File: config.mk
export PLATFORM = sky130hd
export DESIGN_NAME = mult_div_unit_flat
export DESIGN_NICKNAME = d
export VERILOG_FILES = /design/src/rtl/mult_div_unit_if.sv /design/src/rtl/mult_div_unit.sv /design/src/flat_wrapper.sv
export SDC_FILE = /design/constraint.sdc
export NUM_CORES = 1
export LEC_CHECK = 0
export BUFFER_PORTS_ARGS = -buffer_cell sky130_fd_sc_hd__buf_2
export CORE_ASPECT_RATIO = 1.4
export CORE_MARGIN = 2
export CORE_UTILIZATION = 55
export CTS_CLUSTER_SIZE = 20
export DETAILED_ROUTE_END_ITERATION = 7
export HOLD_SLACK_MARGIN = 0.02
export PLACE_DENSITY = 0.75
export SKIP_CTS_REPAIR_TIMING = 1
export SLEW_MARGIN = 20
export SYNTH_ARGS = -nofsm -noshare
export SYNTH_HDL_FRONTEND = slang
export SYNTH_SLANG_ARGS = --single-unit
File: constraint.sdc
create_clock -name clock -period 7.05 [get_ports clock]
set_clock_uncertainty 0.1 [all_clocks]
set_input_delay 2.115 -clock clock [delete_from_list [all_inputs] [get_ports clock]]
set_output_delay 2.115 -clock clock [all_outputs]
set_load 0.02 [all_outputs]
File: src/rtl/mult_div_unit_if.sv
// Operand/result bundle between the control unit and the multiply/divide unit.
// The control unit is the master; the arithmetic unit is the slave.
interface mult_div_unit_if #(
  parameter int WIDTH = 32
);
  logic             start;
  logic             op;
  logic [WIDTH-1:0] a_in;
  logic [WIDTH-1:0] b_in;
  logic             busy;
  logic             done;
  logic             div_zero;
  logic [WIDTH-1:0] hi;
  logic [WIDTH-1:0] lo;

  modport master (
    output start, op, a_in, b_in,
    input  busy, done, div_zero, hi, lo
  );

  modport slave (
    input  start, op, a_in, b_in,
    output busy, done, div_zero, hi, lo
  );
endinterface

File: src/rtl/mult_div_unit.sv
// Multicycle signed multiply (radix-2 Booth) and divide (restoring on magnitudes)
// producing HI/LO; one iteration per clock edge, results registered in FINISH.
module mult_div_unit #(
  parameter int WIDTH = 32,
  parameter int CNT_W = 6
) (
  input  logic          clock,
  input  logic          reset,
  mult_div_unit_if.slave bus
);
  typedef enum logic [1:0] {S_IDLE, S_MULT, S_DIV, S_FINISH} state_t;

  state_t             state_q, state_d;
  logic [CNT_W-1:0]   cnt_q, cnt_d;
  logic [WIDTH-1:0]   acc_hi_q, acc_hi_d;
  logic [WIDTH-1:0]   acc_lo_q, acc_lo_d;
  logic               q1_q, q1_d;
  logic [WIDTH-1:0]   mcand_q, mcand_d;
  logic               op_q, op_d;
  logic               neg_quo_q, neg_quo_d;
  logic               neg_rem_q, neg_rem_d;
  logic               dz_q, dz_d;
  logic               done_q, done_d;
  logic               div_zero_q, div_zero_d;
  logic [WIDTH-1:0]   hi_q, hi_d;
  logic [WIDTH-1:0]   lo_q, lo_d;

  logic [WIDTH:0]     booth_sum;
  logic [WIDTH:0]     rem_shift;
  logic [WIDTH:0]     rem_diff;

  function automatic logic [WIDTH-1:0] magnitude(input logic [WIDTH-1:0] v);
    return v[WIDTH-1] ? (~v + 1'b1) : v;
  endfunction

  // Booth add is done one bit wider so the most-negative multiplicand cannot overflow
  always_comb begin
    unique case ({acc_lo_q[0], q1_q})
      2'b01:   booth_sum = {acc_hi_q[WIDTH-1], acc_hi_q} + {mcand_q[WIDTH-1], mcand_q};
      2'b10:   booth_sum = {acc_hi_q[WIDTH-1], acc_hi_q} - {mcand_q[WIDTH-1], mcand_q};
      default: booth_sum = {acc_hi_q[WIDTH-1], acc_hi_q};
    endcase
    rem_shift = {acc_hi_q, acc_lo_q[WIDTH-1]};
    rem_diff  = rem_shift - {1'b0, mcand_q};
  end

  always_comb begin
    state_d    = state_q;
    cnt_d      = cnt_q;
    acc_hi_d   = acc_hi_q;
    acc_lo_d   = acc_lo_q;
    q1_d       = q1_q;
    mcand_d    = mcand_q;
    op_d       = op_q;
    neg_quo_d  = neg_quo_q;
    neg_rem_d  = neg_rem_q;
    dz_d       = dz_q;
    done_d     = 1'b0;
    div_zero_d = 1'b0;
    hi_d       = hi_q;
    lo_d       = lo_q;

    unique case (state_q)
      S_IDLE: begin
        if (bus.start) begin
          op_d     = bus.op;
          cnt_d    = '0;
          acc_hi_d = '0;
          q1_d     = 1'b0;
          dz_d     = 1'b0;
          if (bus.op) begin
            mcand_d   = magnitude(bus.b_in);
            acc_lo_d  = magnitude(bus.a_in);
            neg_quo_d = bus.a_in[WIDTH-1] ^ bus.b_in[WIDTH-1];
            neg_rem_d = bus.a_in[WIDTH-1];
            if (bus.b_in == '0) begin
              dz_d    = 1'b1;
              state_d = S_FINISH;
            end else begin
              state_d = S_DIV;
            end
          end else begin
            mcand_d  = bus.a_in;
            acc_lo_d = bus.b_in;
            state_d  = S_MULT;
          end
        end
      end
      S_MULT: begin
        acc_hi_d = booth_sum[WIDTH:1];
        acc_lo_d = {booth_sum[0], acc_lo_q[WIDTH-1:1]};
        q1_d     = acc_lo_q[0];
        cnt_d    = cnt_q + CNT_W'(1);
        if (cnt_q == CNT_W'(WIDTH-1)) state_d = S_FINISH;
      end
      S_DIV: begin
        if (rem_diff[WIDTH]) begin
          acc_hi_d = rem_shift[WIDTH-1:0];
          acc_lo_d = {acc_lo_q[WIDTH-2:0], 1'b0};
        end else begin
          acc_hi_d = rem_diff[WIDTH-1:0];
          acc_lo_d = {acc_lo_q[WIDTH-2:0], 1'b1};
        end
        cnt_d = cnt_q + CNT_W'(1);
        if (cnt_q == CNT_W'(WIDTH-1)) state_d = S_FINISH;
      end
      S_FINISH: begin
        done_d  = 1'b1;
        state_d = S_IDLE;
        if (dz_q) begin
          div_zero_d = 1'b1;
        end else if (op_q) begin
          lo_d = neg_quo_q ? (~acc_lo_q + 1'b1) : acc_lo_q;
          hi_d = neg_rem_q ? (~acc_hi_q + 1'b1) : acc_hi_q;
        end else begin
          hi_d = acc_hi_q;
          lo_d = acc_lo_q;
        end
      end
      default: state_d = S_IDLE;
    endcase
  end

  always_ff @(posedge clock) begin
    if (!reset) begin
      state_q    <= S_IDLE;
      cnt_q      <= '0;
      acc_hi_q   <= '0;
      acc_lo_q   <= '0;
      q1_q       <= 1'b0;
      mcand_q    <= '0;
      op_q       <= 1'b0;
      neg_quo_q  <= 1'b0;
      neg_rem_q  <= 1'b0;
      dz_q       <= 1'b0;
      done_q     <= 1'b0;
      div_zero_q <= 1'b0;
      hi_q       <= '0;
      lo_q       <= '0;
    end else begin
      state_q    <= state_d;
      cnt_q      <= cnt_d;
      acc_hi_q   <= acc_hi_d;
      acc_lo_q   <= acc_lo_d;
      q1_q       <= q1_d;
      mcand_q    <= mcand_d;
      op_q       <= op_d;
      neg_quo_q  <= neg_quo_d;
      neg_rem_q  <= neg_rem_d;
      dz_q       <= dz_d;
      done_q     <= done_d;
      div_zero_q <= div_zero_d;
      hi_q       <= hi_d;
      lo_q       <= lo_d;
    end
  end

  // The divide-by-zero FINISH cycle is not an operation in progress
  assign bus.busy     = (state_q == S_MULT) || (state_q == S_DIV) ||
                        ((state_q == S_FINISH) && !dz_q);
  assign bus.done     = done_q;
  assign bus.div_zero = div_zero_q;
  assign bus.hi       = hi_q;
  assign bus.lo       = lo_q;
endmodule

File: src/flat_wrapper.sv
// flat-port wrapper written by rule: the top's interface ports become plain ports
module mult_div_unit_flat 
#(
  parameter int WIDTH = 32,
  parameter int CNT_W = 6
)
  (clock, reset, bus_start, bus_op, bus_a_in, bus_b_in, bus_busy, bus_done, bus_div_zero, bus_hi, bus_lo);
  mult_div_unit_if #(.WIDTH(WIDTH)) bus_i ();
  input  logic clock;
  input  logic reset;
  input wire logic [$bits(bus_i.start)-1:0] bus_start;
  input wire logic [$bits(bus_i.op)-1:0] bus_op;
  input wire logic [$bits(bus_i.a_in)-1:0] bus_a_in;
  input wire logic [$bits(bus_i.b_in)-1:0] bus_b_in;
  output wire logic [$bits(bus_i.busy)-1:0] bus_busy;
  output wire logic [$bits(bus_i.done)-1:0] bus_done;
  output wire logic [$bits(bus_i.div_zero)-1:0] bus_div_zero;
  output wire logic [$bits(bus_i.hi)-1:0] bus_hi;
  output wire logic [$bits(bus_i.lo)-1:0] bus_lo;
  assign bus_i.start = bus_start;
  assign bus_i.op = bus_op;
  assign bus_i.a_in = bus_a_in;
  assign bus_i.b_in = bus_b_in;
  assign bus_busy = bus_i.busy;
  assign bus_done = bus_i.done;
  assign bus_div_zero = bus_i.div_zero;
  assign bus_hi = bus_i.hi;
  assign bus_lo = bus_i.lo;
  mult_div_unit #(.WIDTH(WIDTH), .CNT_W(CNT_W)) u_core (.clock(clock), .reset(reset), .bus(bus_i));
endmodule
## Word level (Yosys, flattened, before mapping)

Cells that the tools add are included.

- Bits in registers: 175
- Input port bits: 68
- Output and inout bits: 67
- Word-level logic and storage cells: 85

- $add $sub $neg: 8
- Eq/ne operators: 9
- Multiplexer cells: 28
- Bitwise operators: 6
- Reductions and logical operators: 19

Operator list:

| kind | number |
|---|---|
| 2-to-1 mux 32 bit | 11 |
| case mux 32 bit (3 select lines) | 2 |
| adder 32 x 1 -> 32 bit, second input constant | 4 |
| inverter 32 bit | 4 |
| case mux 33 bit (2 select lines) | 1 |
| adder 32 x 32 -> 33 bit | 1 |
| subtractor 32 x 32 -> 33 bit | 1 |
| subtractor 33 x 32 -> 33 bit | 1 |
| zero test 32 bit | 1 |
| AND reduction 2 bit | 7 |
| case mux 6 bit (2 select lines) | 1 |
| 2-to-1 mux 1 bit | 7 |
| adder 6 x 1 -> 6 bit, second input constant | 1 |
| equality test 2 bit, second input constant | 3 |
| equality test 6 x 5 -> 1 bit, second input constant | 1 |
| 2-to-1 mux 2 bit | 3 |
| 2-to-1 mux 6 bit | 1 |
| case mux 2 bit (3 select lines) | 1 |
| AND reduction 3 bit | 2 |
| equality test 2 x 1 -> 1 bit, second input constant | 2 |
| nonzero test 2 bit | 2 |
| inequality test 3 bit, second input constant | 1 |
| nonzero test 3 bit | 1 |
| zero test 2 bit | 1 |
| 9 further kinds | 10 |

## Logic depth before layout (Yosys ltp)

Gate-level depths: netlist of run 1.

- Word-level depth: 6
- Gate-level depth with buffers: 18
- Gate-level depth less buffers: 17

## Worst setup path after synthesis of run 1

No wires, ideal clock.

- Kind: input to register
- Start: input port bus_b_in[12]
- End: register u_core.mcand_q[29]
- Setup time: 0.070 ns
- Data arrival time: 4.702 ns
- Required time: 6.880 ns
- Path slack: 2.177 ns
- Stages: 8
- Buffers on the path: 0
- Path through: or4_4 -> or4_4 -> or4_1 -> or3_1 -> o31ai_1 -> xor2_1 -> a211o_1 -> a21oi_1

- Cells in the longest elaborated chain, start to end: 4

RTL lines:

| element | RTL line | source |
|---|---|---|
| start, declared | flat_wrapper.sv:14 | `input wire logic [$bits(bus_i.b_in)-1:0] bus_b_in;` |
| inverter 32 bit | mult_div_unit.sv:33 | `return v[WIDTH-1] ? (~v + 1'b1) : v;` |
| adder 32 x 1 -> 32 bit | mult_div_unit.sv:33 |  |
| 2-to-1 mux 32 bit | mult_div_unit.sv:33 |  |
| 2-to-1 mux 32 bit | mult_div_unit.sv:71 | `if (bus.op) begin` |
| end signal, assigned | mult_div_unit.sv:146 | `mcand_q <= mcand_d;` |
| end, declared | mult_div_unit.sv:18 | `logic [WIDTH-1:0] mcand_q, mcand_d;` |

No other way between the ends.
A chain may end at the register's enable or synchronous reset.

## Worst setup path in the final report of run 1

- Start: register u_core.mcand_q[2]
- End: register u_core.acc_hi_q[29]

- Cells in the longest elaborated chain, start to end: 3
- Elaborated cells between the ends (all ways): 6
- Those cells by class: 3 x add/sub; 3 x mux

RTL lines:

| element | RTL line | source |
|---|---|---|
| subtractor 32 x 32 -> 33 bit (tied with other cells) | mult_div_unit.sv:40 | `2'b10: booth_sum = {acc_hi_q[WIDTH-1], acc_hi_q} - {mcand_q[WIDTH-1], mcand_q};` |
| case mux 33 bit (2 select lines) or 2-to-1 mux 32 bit (tied branches) | mult_div_unit.sv:38, mult_div_unit.sv:97 |  |
| case mux 32 bit (3 select lines) (*) | mult_div_unit.sv:63 | `unique case (state_q)` |
| end signal, assigned | mult_div_unit.sv:143 | `acc_hi_q <= acc_hi_d;` |
| end, declared | mult_div_unit.sv:15 | `logic [WIDTH-1:0] acc_hi_q, acc_hi_d;` |

Mark *: on every way between the ends. The rest lies on a longest branch, timed or not.

==> impl_metrics.ini, run 1 <==
[routing]
vias = 15460
drc = 0
wl_per_cell_um = 21.38
final_antenna_net_count = 0
dr.pass1.iters = 5
vias_per_cell = 6.347
wirelength_um = 52080
first_iter_violations = 1188

[yosys]
synth-seq-cells = 175
async_flop_share_pct = 0
netlist_area_mm2 = 0.01487
synth_edf_count = 0
synth-seq-area-share_pct = 23.57
synthCells = 2024
synth_nets = 2170
synth_ff_type = dfxtp_1
synth.distinct_cells = 76
yosys_warnings = 0
syn_avg_cell_area_um2 = 7.345

[placement]
numPortBuffers = 134
postPlaceCellArea_mm2 = 0.01565
place_congestion = 1.030
dpl_worst_slack_ns = 1.839
dpl.hpwl_um = 39500

[timing]
rsz0062_at_grt = false
whs_ns = 0.3524
layout_setup_ws_ns = 1.883
hold_viol = 0
final-setup-viol-count = 0
fin_crit_sh_pct = 73.30
setup_tns_ns = 0
min_period_ns = 5.167
max-slew-margin-rel_pct = 27.83
drv_slew = 0
worst_pin_slew_ns = 1.083
max_freq_mhz = 193.5

[power]
p_switching_w = 0.002592
pwr-share-comb_pct = 55.1
p_leak_nw = 6.568
power_density_mw_per_mm2 = 325.6
p_sw_share_pct = 48.99
p_int_w = 0.002698
max-vdd-ir-drop_v = 0.0002434
seq_power_share_pct = 26.4
clkPwrFrac_pct = 18.5

[grt]
grt_max_degree = 116
antenna_found_initial = 0
grt_pass1_vias = 14430
grt_overflow = 0
track_usage_pct = 36.39
grt_pass1_wl_um = 79610

[critical_path]
slowest_delay_ns = 0.82
path_cells = or3_1 -> nor4_1 -> and2_1 -> nor2_1 -> xnor2_1 -> ha_1 -> nand2_1 -> o311ai_1 -> a31oi_1 -> o21ai_0 -> mux2i_1 -> nand2_1 -> o311a_1
rr_endpoint = u_core.acc_hi_q[29]
r2r_setup_slack_ns = 1.88
regToRegStartpoint = u_core.mcand_q[2]
r2r_cells = 13
cp_data_required_time_ns = 7.30
critPathLaunchType = flop
arrival_ns = 5.42
crit_fanout = 7
criticalPathCategory = flop to flop
end_kind = flop
critPathMostFrequentCell = nand2_1
crit_slowest_cell = o311ai_1

[die]
core_region_area_mm2 = 0.02674
die_w_um = 143.0
dieHeight_um = 198.5
start_util_pct = 55.60
fp-row-count = 71
dieArea_mm2 = 0.02838
io_pins = 135

[worst_hold_path]
worst_hold_path.num_cells = 2
holdPathEnd = u_core.bus.hi[31]
hp-class = flop to flop
hold_path_startpoint = u_core.bus.hi[31]

[finish]
diodes = 0
final_area_mm2 = 0.01624
areaGrowthSynthToFinish_pct = 9.266
drive_above_1_share_pct = 10.43
layout.nets = 2205
nFillCells = 2523

[clocking]
clock_tree.root_cell = clkbuf_16
cts_tree = yes
cts.sinks = 175
h-tree-depth = 4
insertion_delay_ns = 0.46
clkTransAtPathRegs_ns = 0.08
cts_buffer_depth = 2
numCtsBuffers = 17

[run]
max_cap_violations = 0

[outcome]
status = finished, final reports clean
cell type report:
class / count / area, um^2 / share of cell area (%)
clock buffer: 19 / 442.9 / 2.727
clock inverter: 12 / 146.4 / 0.9012
inverter: 71 / 266.5 / 1.641
multi-input combinational: 1639 / 10600 / 65.24
sequential: 175 / 3503 / 21.57
tap: 365 / 456.7 / 2.811
timing repair buffer: 155 / 830.8 / 5.114
how the worst max path moves through the flow:
stage,from,endpoint,slack [ns],cells past startpoint
after global placement,u_core.mcand_q[2],u_core.acc_hi_q[29],1.76,13
final,u_core.mcand_q[2],u_core.acc_hi_q[29],1.88,13
after detailed placement,bus_b_in[12],u_core.mcand_q[29],1.84,9
after global routing,u_core.mcand_q[2],u_core.acc_hi_q[29],1.74,13
after floorplan,bus_b_in[12],u_core.mcand_q[29],2.18,8
after CTS,u_core.mcand_q[2],u_core.acc_hi_q[30],1.90,14
layout by cell type, fill, tap and decap left out, types with 36 or more instances in the layout:
master / count
nand3_1: 37
a21o_1: 36
a21oi_1: 181
xor2_1: 96
buf_2: 133
nand2_1: 175
o21ai_0: 147
a211oi_1: 85
nor3_1: 41
xnor2_1: 95
nor2_1: 218
ha_1: 75
inv_1: 69
dfxtp_1: 175
layer usage:
metal | GRT usage (%) | routed length, um | vias to the layer above | part of all wire (%)
met5 | 0 | 0 | - | 0
met4 | 29.23 | 4686 | 0 | 9.0
met3 | 5.657 | 2452 | 161 | 4.7
met2 | 61.78 | 25170 | 539 | 48
met1 | 39.96 | 19770 | 7288 | 38
li1 | - | - | 7474 | -
cell usage after synthesis, types with 13 or more instances:
cell type / number / area (um^2)
nor2_1: 218 / 818.3
a21oi_1: 181 / 905.9
nand2_1: 176 / 660.6
dfxtp_1: 175 / 3503
o21ai_0: 147 / 735.7
clkbuf_1: 120 / 450.4
xor2_1: 96 / 840.8
xnor2_1: 95 / 832.1
a211oi_1: 85 / 638.1
ha_1: 76 / 950.9
inv_1: 70 / 262.8
nor3_1: 41 / 205.2
nand3_1: 37 / 185.2
a21o_1: 36 / 270.3
a22oi_1: 30 / 225.2
a31oi_1: 26 / 162.7
o211ai_1: 25 / 187.7
o31ai_1: 24 / 180.2
nand2b_1: 23 / 143.9
or3_1: 23 / 143.9
and3_1: 20 / 125.1
o211a_1: 17 / 170.2
a22o_1: 16 / 140.1
mux2i_1: 16 / 160.2
nor2b_1: 16 / 100.1
nor4_1: 16 / 100.1
and2_1: 15 / 93.84
nand4_1: 15 / 93.84
buf_1: 14 / 52.55
a311oi_1: 13 / 113.9
power groups by stage:
stage	combinational, W	clock, W	sequential (W)
after floorplan	0.00209	0	0.00134
after global placement	0.00281	0	0.00140
after detailed placement	0.00285	0	0.00141
after CTS	0.00286	0.000986	0.00138
after global routing	0.00317	0.00102	0.00141
final	0.00292	0.000979	0.00140
worst max-delay path: cells and delay by family, from the launching register on:
| kind | cells | cell delay, ns |
|---|---|---|
| xor+xnor | 1 | 0.15 |
| flops | 1 | 0.34 |
| mux | 1 | 0.23 |
| fa+ha+maj | 1 | 0.53 |
| compound gates | 4 | 1.93 |
| simple gates | 6 | 1.80 |
metrics by stage:
step | total power (W) | util, % | std cells
final | 0.005290 | 60.75 | 2436
after global placement | 0.004210 | 58.53 | 2405
after floorplan | 0.003432 | - | 2024
after global routing | 0.005606 | 60.75 | 2436
after CTS | 0.005233 | 60.73 | 2436
after detailed placement | 0.004253 | 58.53 | 2405
registers in the layout, summed over array words and instances, names as in the netlist:
name	count
u_core.acc_lo_q	32
u_core.cnt_q	6
u_core.dz_q	1
u_core.state_q	2
u_core.op_q	1
u_core.acc_hi_q	32
u_core.bus.div_zero	1
u_core.neg_rem_q	1
u_core.bus.lo	32
u_core.neg_quo_q	1
u_core.mcand_q	32
u_core.bus.done	1
u_core.q1_q	1
u_core.bus.hi	32
cell families after synthesis:
family | count (synthesis) | synth area share [%]
AO/OA/AOI/OAI | 700 | 30.97
AND/OR/NAND/NOR | 648 | 20.65
buffers and inverters | 210 | 5.361
XOR/XNOR | 191 | 11.25
flip-flops | 175 | 23.57
adder cells (fa/ha/maj) | 78 | 6.666
multiplexers | 22 | 1.532
Power figures use the tool's default switching activity.
==> run 2, diff against run 1 <==
- ABC_AREA: default -> 1
- PLACE_DENSITY: 0.75 -> 0.74
- clock period: 7.05 -> 5.2 ns (I/O delays scaled with it)
==> run 2 against run 1 <==
Against the previous run:
- total power up 58%
- core utilization shrank 0.41 points
- worst hold slack better by 0.022 ns
- cell count grew 42%
- register-to-register slack worse by 0.66 ns
- largest cell class unchanged
- via count grew 37%
- synthesized cell count rose by 48%
- count of clock-buffer cells in the layout is 1 lower
- worst setup slack worse by 0.67 ns
- final area up 14%
- critical path type is now input pin to flop
- synthesized area increased by 16%
- routed wire length up 41%
==> impl_metrics.ini, run 2 <==
[critical_path]
r2r_setup_slack_ns = 1.22
cp_num_buf_inv = 3
criticalPathCategory = input pin to flop
critPathLaunchType = input pin
regToRegStartpoint = u_core.mcand_q[0]
end_kind = flop
path_cells = buf_2 -> nor2_1 -> nor2_4 -> inv_2 -> nor2_2 -> inv_2 -> a21oi_1 -> o21ai_0 -> a21oi_1
r2r_cells = 22
crit_fanout = 27
cp_top_family = simple AND/OR/NAND/NOR gates
arrival_ns = 4.28
crit_slowest_cell = nor2_2
slowest_delay_ns = 0.82
cp_data_required_time_ns = 5.49
rr_endpoint = u_core.acc_hi_q[29]

[power]
p_sw_share_pct = 56.18
seq_power_share_pct = 22.6
p_int_w = 0.003667
p_leak_nw = 9.413
clkPwrFrac_pct = 15.6
p_switching_w = 0.004700
power_density_mw_per_mm2 = 450.0
max-vdd-ir-drop_v = 0.0002844
pwr-share-comb_pct = 61.8

[die]
die_w_um = 153.4
dieHeight_um = 213.1
io_pins = 135
dieArea_mm2 = 0.03269
start_util_pct = 55.76
fp-row-count = 76
core_region_area_mm2 = 0.03081

[clocking]
numCtsBuffers = 17
cts_tree = yes
cts_buffer_depth = 2
cts.sinks = 175
clock_tree.root_cell = clkbuf_16
insertion_delay_ns = 0.46
clkTransAtPathRegs_ns = 0.08
h-tree-depth = 4

[yosys]
synth_top_area_share_pct = 20.39
netlist_area_mm2 = 0.01718
synth_nets = 3140
synth_simple_gate_area_share_pct = 35.69
synth-xor-area-share_pct = 4.486
synth_top_family_by_area = simple AND/OR/NAND/NOR gates
synth_common_cells = 862 x nand2_1, 433 x inv_1, 281 x a21oi_1
syn_avg_cell_area_um2 = 5.738
synth_edf_count = 0
synth_ff_type = dfxtp_1
synth_compound_area_share_pct = 20.87
synthTopCellsByArea = dfxtp_1 20%, nand2_1 19%, inv_1 9.5%
synth-seq-cells = 175
synth-seq-area-share_pct = 20.39
yosysTopAreaCell = dfxtp_1
synthCells = 2994
synth.distinct_cells = 49
muxShareOfSynthArea_pct = 0
yosys_warnings = 0
yosysMostFrequentCell = nand2_1
synth_fa_ha_area_share_pct = 5.768
async_flop_share_pct = 0

[finish]
layout_commonest_cell = nand2_1
nFillCells = 2986
drive_above_1_share_pct = 8.195
layout.nets = 3196
areaGrowthSynthToFinish_pct = 8.215
multi_input_area_mm2 = 0.01149
stdcell_count = 3453
final_cell_mix = 862 x nand2_1, 432 x inv_1, 281 x a21oi_1, 267 x nor2_1, 189 x nand3_1
diodes = 0
seq_area_mm2 = 0.003503

[timing]
max-slew-margin-rel_pct = 26.74
fin_crit_sh_pct = 76.74
min_period_ns = 3.990
final-setup-viol-count = 0
whs_ns = 0.3744
worst_pin_slew_ns = 1.097
drv_slew = 0
rsz0062_at_grt = false
max_freq_mhz = 250.6
setup_tns_ns = 0
hold_viol = 0

[routing]
vias_per_cell = 6.118
first_iter_violations = 2396
drc = 0
wl_per_cell_um = 21.33
vias = 21130
wirelength_um = 73650
dr.pass1.iters = 8
final_antenna_net_count = 0

[grt]
grt_pass1_vias = 20060
antenna_found_initial = 1
track_usage_pct = 43.82
grt_max_degree = 121
grt_overflow = 0
grt_pass1_wl_um = 109800

[placement]
place_inst = 3421
numPortBuffers = 134
dpl.hpwl_um = 56780
place_congestion = 1.055

[worst_hold_path]
hold_path_startpoint = u_core.mcand_q[26]
hp-class = flop to flop
worst_hold_path.num_cells = 2
holdPathEnd = u_core.mcand_q[26]

[outcome]
status = finished, final reports clean

[run]
max_cap_violations = 0
## run 2: stage by stage
stage | utilization (%) | setup WS, ns | instance area, um^2 | power (W)
floorplan | - | 2.027 | 17180 | 0.005236
global placement | 58.39 | 0.8639 | 17990 | 0.006754
detailed placement | 58.39 | 0.8588 | 17990 | 0.006825
CTS | 60.34 | 1.314 | 18590 | 0.008141
global route | 60.34 | 0.7623 | 18590 | 0.008865
finish | 60.34 | 1.210 | 18590 | 0.008367
## run 2: metal layers
layer	up-vias	wire (um)	track usage, %
li1	9875	-	-
met1	9492	24290	43.55
met2	1309	34910	76.60
met3	451	5704	7.408
met4	0	8733	42.93
met5	-	0	0
## run 2: cells by family (layout without fill, tap and decap cells)
logic type,after synthesis,count (layout)
AND/OR/NAND/NOR,1462,1462
AO/OA/AOI/OAI,623,623
buffers and inverters,568,637
flip-flops,175,175
XOR/XNOR,88,88
adder cells (fa/ha/maj),78,78
## run 2: how the worst max path moves through the flow
stage,start,depth (start not counted),to,slack (ns)
after floorplan,u_core.state_q[0],6,bus_busy,2.03
after global routing,u_core.mcand_q[0],23,u_core.acc_hi_q[29],0.76
after global placement,bus_start,9,u_core.acc_lo_q[16],0.86
after detailed placement,bus_start,9,u_core.acc_lo_q[16],0.86
final,bus_start,9,u_core.acc_lo_q[16],1.21
after CTS,u_core.mcand_q[0],23,u_core.acc_hi_q[29],1.31
## run 2: power groups by stage
stage	clock network [W]	registers, W	logic [W]
2_1_floorplan	0	0.00187	0.00336
3_3_place_gp	0	0.00187	0.00488
3_5_place_dp	0	0.00189	0.00493
4_1_cts	0.00130	0.00186	0.00497
5_1_grt	0.00135	0.00191	0.00561
6_report	0.00131	0.00189	0.00517
## run 2: final cells by class
cell class | count | share of cell area (%)
Sequential cell | 175 | 18.84
Inverter | 454 | 9.173
Clock buffer | 18 | 2.308
Tap cell | 390 | 2.625
Clock inverter | 14 | 0.9287
Timing Repair Buffer | 151 | 4.294
Multi-Input combinational cell | 2251 | 61.83
## run 2: worst register-to-register path: cells and delay by family (launching register included)
| family | cells | cell delay, ns |
|---|---|---|
| adder cells (fa/ha/maj) | 1 | 0.50 |
| flip-flops | 1 | 0.36 |
| AND/OR/NAND/NOR | 16 | 2.36 |
| XOR/XNOR | 1 | 0.17 |
| buffers and inverters | 2 | 0.16 |
| AO/OA/AOI/OAI | 2 | 0.16 |
==> run 3, diff against run 2 <==
- ABC_AREA: 1 -> 0
- PLACE_DENSITY: 0.74 -> 0.75
- clock period: 5.2 -> 4.15 ns (I/O delays scaled with it)
==> run 3 against run 2 <==
Against the previous run:
- critical endpoint is now u_core.acc_hi_q[30]
- count of clock-buffer cells in the layout is the same
- non-clock buffer count up 144
- die area shrank 13%
- largest cell class unchanged
==> impl_metrics.ini, run 3 (same netlist as run 1, synthesis figures left out) <==
[outcome]
status = finished, final reports clean

[grt]
track_usage_pct = 38.41
grt_max_degree = 92
grt_overflow = 0
grt_pass1_vias = 15230
grt_pass1_wl_um = 84170
antenna_found_initial = 1

[routing]
dr.pass1.iters = 6
wirelength_um = 54810
vias_per_cell = 6.277
vias = 16180
drc = 0
wl_per_cell_um = 21.27
final_antenna_net_count = 0
first_iter_violations = 1270

[timing]
max-slew-margin-rel_pct = 30.48
final-setup-viol-count = 0
fin_crit_sh_pct = 97.35
setup_tns_ns = 0
max_freq_mhz = 247.5
drv_slew = 0
worst_pin_slew_ns = 1.043
hold_viol = 0
min_period_ns = 4.040
layout_setup_ws_ns = 0.1098
rsz0062_at_grt = true

[critical_path]
crit_fanout = 4
cp_top_family = simple AND/OR/NAND/NOR gates
slowest_delay_ns = 0.41
r2r_setup_slack_ns = 0.11
end_kind = flop
criticalPathCategory = flop to flop
cp_num_buf_inv = 3
arrival_ns = 4.26
path_cells = or3_4 -> nor4_4 -> buf_4 -> and2_4 -> buf_4 -> nor2_1 -> xnor2_1 -> ha_1 -> and3_4 -> a221o_1 -> a31o_4 -> a221oi_2 -> buf_4 -> o21ai_2 -> a221oi_2 -> mux2i_1 -> nand3_1
critPathLaunchType = flop
crit_slowest_cell = or3_4
cp_data_required_time_ns = 4.37
critPathMostFrequentCell = buf_4

[die]
io_pins = 135
dieHeight_um = 198.5
dieArea_mm2 = 0.02838
core_region_area_mm2 = 0.02674
die_w_um = 143.0
start_util_pct = 55.60
fp-row-count = 71

[finish]
layout.nets = 2345
areaGrowthSynthToFinish_pct = 18.21
layout_commonest_cell = nor2_1
final_cell_mix = 217 x nor2_1, 175 x a21oi_1, 175 x nand2_1, 174 x dfxtp_1, 157 x buf_4
drive_above_1_share_pct = 17.64
stdcell_count = 2577
nFillCells = 2440

[clocking]
insertion_delay_ns = 0.44
numCtsBuffers = 17
h-tree-depth = 4
clkTransAtPathRegs_ns = 0.07
clock_tree.root_cell = clkbuf_16
cts_tree = yes
cts.sinks = 175
cts_buffer_depth = 2

[power]
max-vdd-ir-drop_v = 0.0003904
p_leak_nw = 7.356
power_density_mw_per_mm2 = 555.1

[placement]
place_inst = 2541
numPortBuffers = 134
dpl_worst_slack_ns = -0.1757
place_congestion = 1.007
dpl.hpwl_um = 42200

[worst_hold_path]
hp-class = flop to flop

[run]
max_cap_violations = 0
## run 3: worst min-delay path, cell delays in order (launching register included)
cell and delay [ns]:
dfxtp_1 0.31, nand2_1 0.05, a21oi_1 0.05
## run 3: power by group
| group | leakage (nW) | switching, W | internal [W] |
|---|---|---|---|
| logic | 5.64 | 0.00349 | 0.00226 |
| clock network | 0.285 | 0.000770 | 0.000912 |
| registers | 1.43 | 0.000370 | 0.00195 |
## run 3: path summary, 6_finish.rpt
| kind | start | cells past startpoint | endpoint |
|---|---|---|---|
| min | u_core.bus.lo[25] | 2 | u_core.bus.lo[25] |
| min reg2reg | u_core.bus.lo[25] | 2 | u_core.bus.lo[25] |
| max reg2reg | u_core.mcand_q[4] | 17 | u_core.acc_hi_q[30] |
| max | u_core.mcand_q[4] | 17 | u_core.acc_hi_q[30] |
## run 3: layer usage
metal	vias up	GRT usage [%]	share of wire [%]	wire length (um)
li1	7753	-	-	-
met1	7652	43.07	38	20780
met2	577	65.32	48	26370
met3	195	4.598	4.9	2667
met4	0	30.58	9.1	4986
met5	-	0	0	0
## run 3: cell type report
class	count	area, um^2	area share, %
timing repair buffer	295	1909	10.86
clock buffer	18	429.2	2.442
multi-input combinational	1639	10830	61.63
inverter	71	266.5	1.516
tap	365	456.7	2.599
antenna	1	2.502	0.01424
clock inverter	13	175.2	0.9967
sequential	175	3505	19.94
## run 3: stage by stage
step | utilization, % | hold WS [ns] | cell area (um^2) | total power [W]
5_1_grt | 65.72 | 0.3734 | 17570 | 0.01034
4_1_cts | 64.65 | 0.3502 | 17290 | 0.009493
3_5_place_dp | 62.39 | 0.3418 | 16680 | 0.007790
3_3_place_gp | 62.39 | 0.3391 | 16680 | 0.007699
2_1_floorplan | - | 0.3448 | 14870 | 0.005830
6_report | 65.72 | 0.3493 | 17570 | 0.009755
